## config.mk

```make
export PLATFORM = sky130hd
export DESIGN_NAME = if_pc_ctrl
export DESIGN_NICKNAME = d
export VERILOG_FILES = /design/src/rtl/if_pc_ctrl.sv
export SDC_FILE = /design/constraint.sdc
export NUM_CORES = 1
export LEC_CHECK = 0
export CORE_MARGIN = 3
export CORE_UTILIZATION = 41
export DETAILED_ROUTE_END_ITERATION = 6
export GPL_ROUTABILITY_DRIVEN = 0
export PLACE_DENSITY = 0.8
export SETUP_SLACK_MARGIN = 0.3
export SKIP_LAST_GASP = 1
export SYNTH_ARGS = -nofsm -noshare
export SYNTH_HDL_FRONTEND = slang
export SYNTH_SLANG_ARGS = --single-unit
```

## constraint.sdc

```tcl
create_clock -name clk -period 2.3 [get_ports clk]
set_input_delay 0.46 -clock clk [delete_from_list [all_inputs] [get_ports clk]]
set_output_delay 0.46 -clock clk [all_outputs]
set_load 0.05 [all_outputs]
```

## src/rtl/if_pc_ctrl.sv

```systemverilog
// Fetch sequencer: holds the architectural fetch PC, captures each fetched
// instruction into a one-entry slot handed to decode with valid/ready, and
// handles redirects, jalr operand stalls, fetch exceptions and debug halt.
module if_pc_ctrl #(
  parameter int                  PC_WIDTH    = 32,
  parameter int                  INSTR_WIDTH = 32,
  parameter logic [PC_WIDTH-1:0] RESET_PC    = 32'h8000_0000
) (
  input  logic                   clk,
  input  logic                   rst_n,
  output logic [PC_WIDTH-1:0]    pc_o,
  input  logic [PC_WIDTH-1:0]    if_pc_next_i,
  input  logic [INSTR_WIDTH-1:0] if_instr_i,
  input  logic                   if_jalr_rs1_en_i,
  input  logic                   jalr_rs1_busy_i,
  input  logic                   if_pc_misalign_i,
  input  logic                   if_bus_err_i,
  output logic                   id_valid_o,
  input  logic                   id_ready_i,
  output logic [PC_WIDTH-1:0]    id_pc_o,
  output logic [INSTR_WIDTH-1:0] id_instr_o,
  output logic [1:0]             id_exc_o,
  input  logic                   redirect_valid_i,
  input  logic [PC_WIDTH-1:0]    redirect_pc_i,
  input  logic                   halt_req_i,
  output logic                   halted_o
);

  typedef enum logic [2:0] {
    ST_BOOT,
    ST_RUN,
    ST_WAIT_REDIR,
    ST_DRAIN,
    ST_HALT
  } state_e;

  state_e                 state_q, state_d;
  logic [PC_WIDTH-1:0]    pc_q, pc_d;
  logic                   valid_q, valid_d;
  logic [PC_WIDTH-1:0]    id_pc_q, id_pc_d;
  logic [INSTR_WIDTH-1:0] id_instr_q, id_instr_d;
  logic [1:0]             id_exc_q, id_exc_d;
  logic                   halted_q, halted_d;

  logic       slot_free;
  logic       stall;
  logic [1:0] fetch_exc;

  assign slot_free = !valid_q || id_ready_i;
  assign stall     = if_jalr_rs1_en_i && jalr_rs1_busy_i;
  assign fetch_exc = {if_bus_err_i, if_pc_misalign_i};

  // Next-state, PC and output-slot update; redirect overrides everything but BOOT.
  always_comb begin
    state_d    = state_q;
    pc_d       = pc_q;
    valid_d    = valid_q;
    id_pc_d    = id_pc_q;
    id_instr_d = id_instr_q;
    id_exc_d   = id_exc_q;

    if (state_q != ST_BOOT && redirect_valid_i) begin
      // Flush the slot even if decode is taking it this cycle.
      pc_d    = redirect_pc_i;
      valid_d = 1'b0;
      if (state_q != ST_HALT) begin
        state_d = halt_req_i ? ST_DRAIN : ST_RUN;
      end
    end else begin
      case (state_q)
        ST_BOOT: begin
          state_d = halt_req_i ? ST_DRAIN : ST_RUN;
        end
        ST_RUN: begin
          if (slot_free) begin
            valid_d = 1'b0;
          end
          if (halt_req_i) begin
            state_d = ST_DRAIN;
          end else if (slot_free && !stall) begin
            valid_d  = 1'b1;
            id_pc_d  = pc_q;
            id_exc_d = fetch_exc;
            if (fetch_exc != 2'b00) begin
              // Faulting fetch: deliver an empty packet, freeze PC until commit redirects.
              id_instr_d = '0;
              state_d    = ST_WAIT_REDIR;
            end else begin
              id_instr_d = if_instr_i;
              pc_d       = if_pc_next_i;
            end
          end
        end
        ST_WAIT_REDIR: begin
          if (id_ready_i) begin
            valid_d = 1'b0;
          end
        end
        ST_DRAIN: begin
          if (id_ready_i) begin
            valid_d = 1'b0;
          end
          if (!valid_q || id_ready_i) begin
            state_d = ST_HALT;
          end
        end
        ST_HALT: begin
          if (!halt_req_i) begin
            state_d = ST_RUN;
          end
        end
        default: begin
          state_d = ST_BOOT;
        end
      endcase
    end

    halted_d = (state_d == ST_HALT);
  end

  // State, PC and slot registers.
  always_ff @(posedge clk or negedge rst_n) begin
    if (!rst_n) begin
      state_q    <= ST_BOOT;
      pc_q       <= RESET_PC;
      valid_q    <= 1'b0;
      id_pc_q    <= '0;
      id_instr_q <= '0;
      id_exc_q   <= 2'b00;
      halted_q   <= 1'b0;
    end else begin
      state_q    <= state_d;
      pc_q       <= pc_d;
      valid_q    <= valid_d;
      id_pc_q    <= id_pc_d;
      id_instr_q <= id_instr_d;
      id_exc_q   <= id_exc_d;
      halted_q   <= halted_d;
    end
  end

  assign pc_o       = pc_q;
  assign id_valid_o = valid_q;
  assign id_pc_o    = id_pc_q;
  assign id_instr_o = id_instr_q;
  assign id_exc_o   = id_exc_q;
  assign halted_o   = halted_q;

endmodule
```

==> results.md, run 1 <==
* Die Span Y at 109 um
* Number of library cell types mapped by synthesis at 30
* Initial Util at 42.3%
* Post-synthesis instance area at approximately 4400 um2
* Fraction of final layout cells with drive strength greater than 1 at 11.1%
* Critical Path Source Type: flip-flop
* Number of design-rule violations left by the first detailed-router iteration at ~260
* Setup Skew at about 14 ps
* Top cells by count, synth: sky130_fd_sc_hd__dfrtp_1 (102), sky130_fd_sc_hd__nand2_1 (102), sky130_fd_sc_hd__o21ai_0 (61), sky130_fd_sc_hd__mux2_2 (34), sky130_fd_sc_hd__mux2i_1 (32)
* Count of endpoints failing setup in the final report at 0
* Multi-input gate area in the final layout at 1630 um2
* Ratio of final minimum period to clock period at 82.7%
* Static leakage at between 0.003 and 0.004 uW
* Vias in the first global route at 3,700
* NumNets Final at 694
* H-tree depth at 3
* Die span in x at 109 um
* Min cycle time layout at 1900 ps
* Row count at 37
* Largest cells by area after synthesis: sky130_fd_sc_hd__dfrtp_1 (58%), sky130_fd_sc_hd__nand2_1 (8.7%), sky130_fd_sc_hd__mux2_2 (8.7%)
* Portion of synthesized cell area occupied by the leading cell type at between 50% and 60%
* Timing-limited maximum frequency at 526 MHz
* Wire length per cell at 15.8 um
* Floorplan die area at 12,000 um2
* Total routing usage reported by global routing at 19.5%
* Area of the placeable core at 10,400 um2
* Post-Syn Nets at 496
* Post-synthesis cell type with the largest combined area: sky130_fd_sc_hd__dfrtp_1
* Crit path buf inv count at 1
* Cell with the biggest individual delay on the critical path: sky130_fd_sc_hd__dfstp_2
* Max Used Layer: met4
* Number of buffers added on ports at roughly 200
* Mean Syn Cell Area at around 11 um2
* TritonCTS Buffers at 9
* Crit Path Category: flip-flop to output port
* Total iterations of the first detailed-routing run at 4
* Total gr overflow at 0
* Io pins at 205
* Portion of the post-synthesis area used by sequential elements at about three fifths
* Number of clock sinks seen by CTS at around 100
* Power density over the cells at 1500 nW/um2
* Residual antenna-violating net count after detailed routing at 0
* Routed wire length at 11,600 um
* Gate count of the mapped netlist at 391
* Clk root buf: sky130_fd_sc_hd__clkbuf_8
* Ant diodes at 0
* DRC Markers at 0
* Top cell family by delay on the critical path: flip-flops
* Routed vias/inst at between 4 and 5
* Critical path, cell by cell: dlygate4sd2_1
* Number of filler cells placed in the layout at around 880
* Slew at the pin with the worst max-slew slack at 565 ps
* CTS tree: built
* Clock latency reported for the late side of the worst-skew pair at 360 ps
* Kind of end point of the critical path: output port
* Path depth of the worst reg2reg path at 4
* First-pass GRT wire length at about 18,000 um
* Hold violation total from the final report at 0
* Worst slew margin relative to its limit at between 60% and 70%
* Total via count in the routed design at 3,595
* Highest net fanout along the worst path at 3
* Fraction of registers with async set/reset at 100%
* Maximum single-stage delay on the critical path at 550 ps
* Worst hold path class: primary input to asynchronous set/reset pin
* Sum of routed wire segments on met1 at 4350 um
* Max Transition Viols Final at 0
* Number of antenna violations at the first check in global routing at 0
* Result of the run: finished, final reports clean
* Clock tree buffer depth at 2
* FF-to-FF Start: state_q[2]$_DFF_PN0_
* EDFF count, synth at 0
* Final setup TNS at 0 ps
* Maximum resistive drop on vdd at around 0.91 mV
* Met2 Routed Length at 5780 um
* Routed length on met3 at 1290 um
* RR Endpoint: id_pc_o[16]$_DFFE_PN0P_
* Arrival time reported for the critical path endpoint at 1440 ps
* Register-to-Register Setup Slack at around 530 ps
* Register bit total from synthesis at approximately 100
* Count of yosys warnings during synthesis at 0
* Layout overhead on the synthesized area at 52.4%
* Worst-case hold slack at 104 ps
* Number of post-CTS setup repair buffers at 0
* Required time at the endpoint of the critical path at 1840 ps
* Number of max-cap violations at 0
* Clock-pin slew on the worst setup and hold paths at 110 ps
* Unrepaired setup endpoints after global routing: no
* Top FF cell, synth: sky130_fd_sc_hd__dfrtp_1
* Reg area at around 2600 um2
* Maximum number of pins on one net before global-route repair at ~100
* Hpwl dp at 8590 um
registers in the layout (all words and copies together) (netlist names):
name,flops
pc_o,32
halted_o,1
id_exc_o,2
state_q,3
id_valid_o,1
id_pc_o,32
id_instr_o,32
stage by stage:
stage | power [uW] | cell area [um2] | util, % | setup slack, ps | cells
after floorplan | 7200 | 4390 | - | 647 | 391
after global placement | 9330 | 6560 | 63.2 | 254 | 714
after detailed placement | 9490 | 6560 | 63.2 | 191 | 714
after CTS | 10200 | 6660 | 64.2 | 300 | 730
after global routing | 10600 | 6690 | 64.5 | 331 | 730
final | 10000 | 6690 | 64.5 | 397 | 730
per-layer routing:
layer | vias to the layer above | global-route usage [%]
li1 | 1730 | -
met1 | 1686 | 22.0
met2 | 166 | 33.7
met3 | 13 | 7.81
met4 | 0 | 6.14
met5 | - | 0
worst register-to-register path: cells and delay by family, from the launching register on:
| family | cells | cell delay, ps |
|---|---|---|
| mux | 1 | 320 |
| simple gates | 2 | 590 |
| buf+inv | 1 | 230 |
| flops | 1 | 520 |
placed cells by master, fill, tap and decap left out, types with 2 or more instances in the layout:
cell / Yosys / final
sky130_fd_sc_hd__nand3b_1: 2 / 2
sky130_fd_sc_hd__a31oi_1: 2 / 2
sky130_fd_sc_hd__buf_4: 3 / 5
sky130_fd_sc_hd__mux2_2: 34 / 34
sky130_fd_sc_hd__o22ai_1: 3 / 3
sky130_fd_sc_hd__buf_12: 0 / 5
sky130_fd_sc_hd__clkinv_4: 0 / 3
sky130_fd_sc_hd__nand2b_1: 2 / 2
sky130_fd_sc_hd__o21ai_0: 61 / 61
sky130_fd_sc_hd__dfrtp_1: 102 / 102
sky130_fd_sc_hd__nand2_1: 102 / 102
sky130_fd_sc_hd__dlymetal6s2s_1: 0 / 13
sky130_fd_sc_hd__clkbuf_8: 0 / 10
sky130_fd_sc_hd__dlygate4sd2_1: 0 / 87
sky130_fd_sc_hd__clkdlybuf4s50_1: 0 / 103
sky130_fd_sc_hd__nor2_1: 7 / 6
sky130_fd_sc_hd__mux2i_1: 32 / 32
sky130_fd_sc_hd__o21ai_1: 4 / 4
cell families after synthesis:
family / after synthesis / share of synthesized area [%]
AND/OR/NAND/NOR: 118 / 11.2
flip-flops: 103 / 58.7
multiplexers: 66 / 16.0
AO/OA/AOI/OAI: 77 / 9.86
buffers and inverters: 27 / 4.16
repair_timing:
action                                  in CTS  in global routing
hold buffers                                 0                  0
gates resized for setup                     87                 13
endpoints found under the setup margin      87                 13
report_power, final:
group | internal, uW | switching, uW | leakage, uW
logic | 1640 | 4030 | 0.00193
clock network | 551 | 635 | 0.000109
registers | 2640 | 547 | 0.00131
total | 4830 | 5210 | 0.00335
layout make-up:
class / instances / area share, %
sequential: 103 / 38.5
timing repair buffer: 213 / 31.3
multi-input combinational: 261 / 24.4
tap: 136 / 2.54
clock buffer: 10 / 2.06
clock inverter: 6 / 1.14
inverter: 1 / 0.0561
worst max path at each step:
stage / startpoint / endpoint / slack [ps] / cells past startpoint
after CTS: id_instr_o[21]$_DFFE_PN0P_ / id_instr_o[21] / 300 / 1
after global routing: pc_o[31]$_DFFE_PN1P_ / pc_o[31] / 330 / 1
after floorplan: state_q[2]$_DFF_PN0_ / pc_o[10]$_DFFE_PN0P_ / 650 / 6
after global placement: halt_req_i / id_pc_o[19]$_DFFE_PN0P_ / 250 / 5
final: pc_o[31]$_DFFE_PN1P_ / pc_o[31] / 400 / 1
after detailed placement: redirect_valid_i / pc_o[29]$_DFFE_PN0P_ / 190 / 6
(Power assumes the default switching activity.)
==> inputs of run 2 (changes only) <==
CORE_UTILIZATION = 37   (was 41)
PLACE_DENSITY = 0.76   (was 0.8)
clock period = 1.75 ns   (was 2.3 ns; I/O delays follow)
==> run 2 against run 1 <==
- count of clock-buffer cells in the layout down 1
- register-to-register slack worse by 380 ps
- sequential power is 34% higher
- design area is 8.3% higher
- routed wire length increased by 8.6%
- hold slack better by 380 ps
- sequential share of layout area shrank 2.9 points
- critical path depth increased by 3
- power rose by 48%
- critical endpoint is now id_pc_o[3]$_DFFE_PN0P_
- highest routed layer unchanged
==> results.md, run 2 (synthesis gave the netlist of run 1 again) <==
* Result of the run: finished, final reports clean
* Clk root buf: sky130_fd_sc_hd__clkbuf_16
* Crit Path Category: flip-flop to flip-flop
* Total gr overflow at 0 (unchanged)
* Floorplan die area at 13,200 um2 (+10%)
* Worst hold path class: flip-flop to flip-flop
* Overall power of the completed layout at 14,900 uW (+48%)
* Clock-pin slew on the worst setup and hold paths at 70 ps (-40 ps)
* Layout overhead on the synthesized area at 65.1%
* Setup Skew at 6.49 ps (-7.24 ps)
* Residual antenna-violating net count after detailed routing at 0 (unchanged)
* Clock latency reported for the late side of the worst-skew pair at 330 ps (-30 ps)
* Hpwl dp at 8710 um (+1.3%)
* Required time at the endpoint of the critical path at 1960 ps (+120 ps)
* Number of max-cap violations at 0 (unchanged)
* Wire length per cell at 16.3 um (+2.7%)
* Timing-limited maximum frequency at 627 MHz
* H-tree depth at 3 (unchanged)
* Total routing usage reported by global routing at 17.9% (-1.6 points)
* Fraction of final layout cells with drive strength greater than 1 at 36.9% (+26 points)
* DRC Markers at 0 (unchanged)
* Vias in the first global route at 3,885 (+5.0%)
* Reg area at 2580 um2 (+0.19%)
* Kind of end point of the critical path: flip-flop
* Total iterations of the first detailed-routing run at 4 (unchanged)
* PnR worst setup slack at 155 ps (-243 ps)
* Die Span Y at 115 um (+5.0%)
* Final setup TNS at 0 ps (unchanged)
* Slew at the pin with the worst max-slew slack at 435 ps (-130 ps)
* Count of endpoints failing setup in the final report at 0 (unchanged)
* Clock tree buffer depth at 2 (unchanged)
* Multi-input gate area in the final layout at 1770 um2 (+8.3%)
* Routed wire length at 12,500 um (+8.6%)
* TritonCTS Buffers at 9 (unchanged)
* Critical Path Source Type: flip-flop
* Io pins at 205 (unchanged)
* Power density over the cells at 2060 nW/um2 (+37%)
* Highest net fanout along the worst path at 24 (+21)
* Commonest cells after routing, fill and taps aside: sky130_fd_sc_hd__buf_4 (121), sky130_fd_sc_hd__clkdlybuf4s50_1 (103), sky130_fd_sc_hd__dfrtp_1 (98), sky130_fd_sc_hd__nand2_1 (90), sky130_fd_sc_hd__o21ai_1 (48)
* Worst-case hold slack at 485 ps (+381 ps)
* Routed vias/inst at 4.90 (-0.60%)
* Number of buffers added on ports at 204 (unchanged)
* Total via count in the routed design at 3,779 (+5.1%)
* Unrepaired setup endpoints after global routing: yes
* Arrival time reported for the critical path endpoint at 1810 ps (+370 ps)
* Min cycle time layout at 1600 ps
* Maximum resistive drop on vdd at 0.988 mV (+8.2%)
* Worst slew margin relative to its limit at 71.0% (+8.6 points)
* First-pass GRT wire length at 18,700 um (+4.7%)
* Row count at 39 (+5.4%)
* Number of clock sinks seen by CTS at 103 (unchanged)
* Ant diodes at 0 (unchanged)
* Max Transition Viols Final at 0 (unchanged)
* Number of filler cells placed in the layout at 920 (+4.9%)
* DP Worst Slack at -205 ps (-397 ps)
* Maximum number of pins on one net before global-route repair at 36 (-65%)
* Initial Util at 38.1% (-4.2 points)
* NumNets Final at 730 (+5.2%)
* Number of antenna violations at the first check in global routing at 0 (unchanged)
* Most frequent standard cell in the layout excluding fill and tap cells: sky130_fd_sc_hd__buf_4
* Hold violation total from the final report at 0 (unchanged)
* Die span in x at 115 um (+5.0%)
* Static leakage at 0.00335 uW (about the same)
* CTS tree: built
* Ratio of final minimum period to clock period at approximately nine tenths
* Area of the placeable core at 11,500 um2 (+11%)
* Number of design-rule violations left by the first detailed-router iteration at 201 (-23%)
## run 2: changes by cell type in the layout (fill, tap and decap cells not counted), moves of 12 or more
| cell | before | now |
|---|---|---|
| sky130_fd_sc_hd__o21ai_0 | 61 | 9 |
| sky130_fd_sc_hd__nand2_1 | 102 | 90 |
| sky130_fd_sc_hd__o21ai_1 | 4 | 48 |
| sky130_fd_sc_hd__clkbuf_16 | 0 | 13 |
| sky130_fd_sc_hd__dlygate4sd2_1 | 87 | 0 |
| sky130_fd_sc_hd__buf_4 | 5 | 121 |
| sky130_fd_sc_hd__dlymetal6s2s_1 | 13 | 0 |
## run 2: cell type report
cell class                      count  area share (%)
Sequential cell                   103            35.7
Timing Repair Buffer              249            33.5
Multi-Input combinational cell    261            24.4
Clock buffer                        9            3.11
Tap cell                          143            2.47
Clock inverter                      6           0.863
Inverter                            1          0.0518
## run 2: where the power goes
group | internal (uW) | switching, uW | leakage, uW
Clock | 1100 | 863 | 0.000133
Combinational | 3070 | 5580 | 0.00191
Sequential | 3490 | 796 | 0.00130
## run 2: final timing paths
check / start / endpoint / slack (ps) / cells past startpoint
worst max-delay path: state_q[1]$_DFF_PN0_ / id_pc_o[3]$_DFFE_PN0P_ / 150 / 4
worst min-delay path: id_instr_o[10]$_DFFE_PN0P_ / id_instr_o[10]$_DFFE_PN0P_ / 480 / 2
worst max register to register: state_q[1]$_DFF_PN0_ / id_pc_o[3]$_DFFE_PN0P_ / 150 / 4
worst min register to register: id_instr_o[10]$_DFFE_PN0P_ / id_instr_o[10]$_DFFE_PN0P_ / 480 / 2
max in group asynchronous: rst_n / id_instr_o[11]$_DFFE_PN0P_ / 650 / 3
min in group asynchronous: rst_n / id_instr_o[24]$_DFFE_PN0P_ / 520 / 2
## run 2: stage by stage
step	util (%)	area [um2]	std cells
4_1_cts	60.9	7010	765
2_1_floorplan	-	4430	391
6_report	62.9	7250	772
3_3_place_gp	56.7	6530	740
5_1_grt	62.9	7250	772
3_5_place_dp	56.7	6530	740
## run 2: critical path, cell delays in order, from the launching register on
cell	delay, ps
sky130_fd_sc_hd__dfrtp_2	440
sky130_fd_sc_hd__nor3b_4	300
sky130_fd_sc_hd__nand4_4	210
sky130_fd_sc_hd__buf_12	210
sky130_fd_sc_hd__mux2_2	290
## run 2: timing repair
item	CTS	global route
hold buffers	1	0
pin swaps	4	9
setup endpoints to repair	96	99
gates resized for setup	18	35
cloned	2	6
setup buffers	7	1
hold endpoints to repair	26	0
## run 2: routing by layer
layer / wire length (um) / vias to the layer above / track usage [%]
li1: - / 1806 / -
met1: 4970 / 1797 / 21.8
met2: 6310 / 158 / 30.5
met3: 1030 / 18 / 4.68
met4: 230 / 0 / 6.57
met5: 0 / - / 0
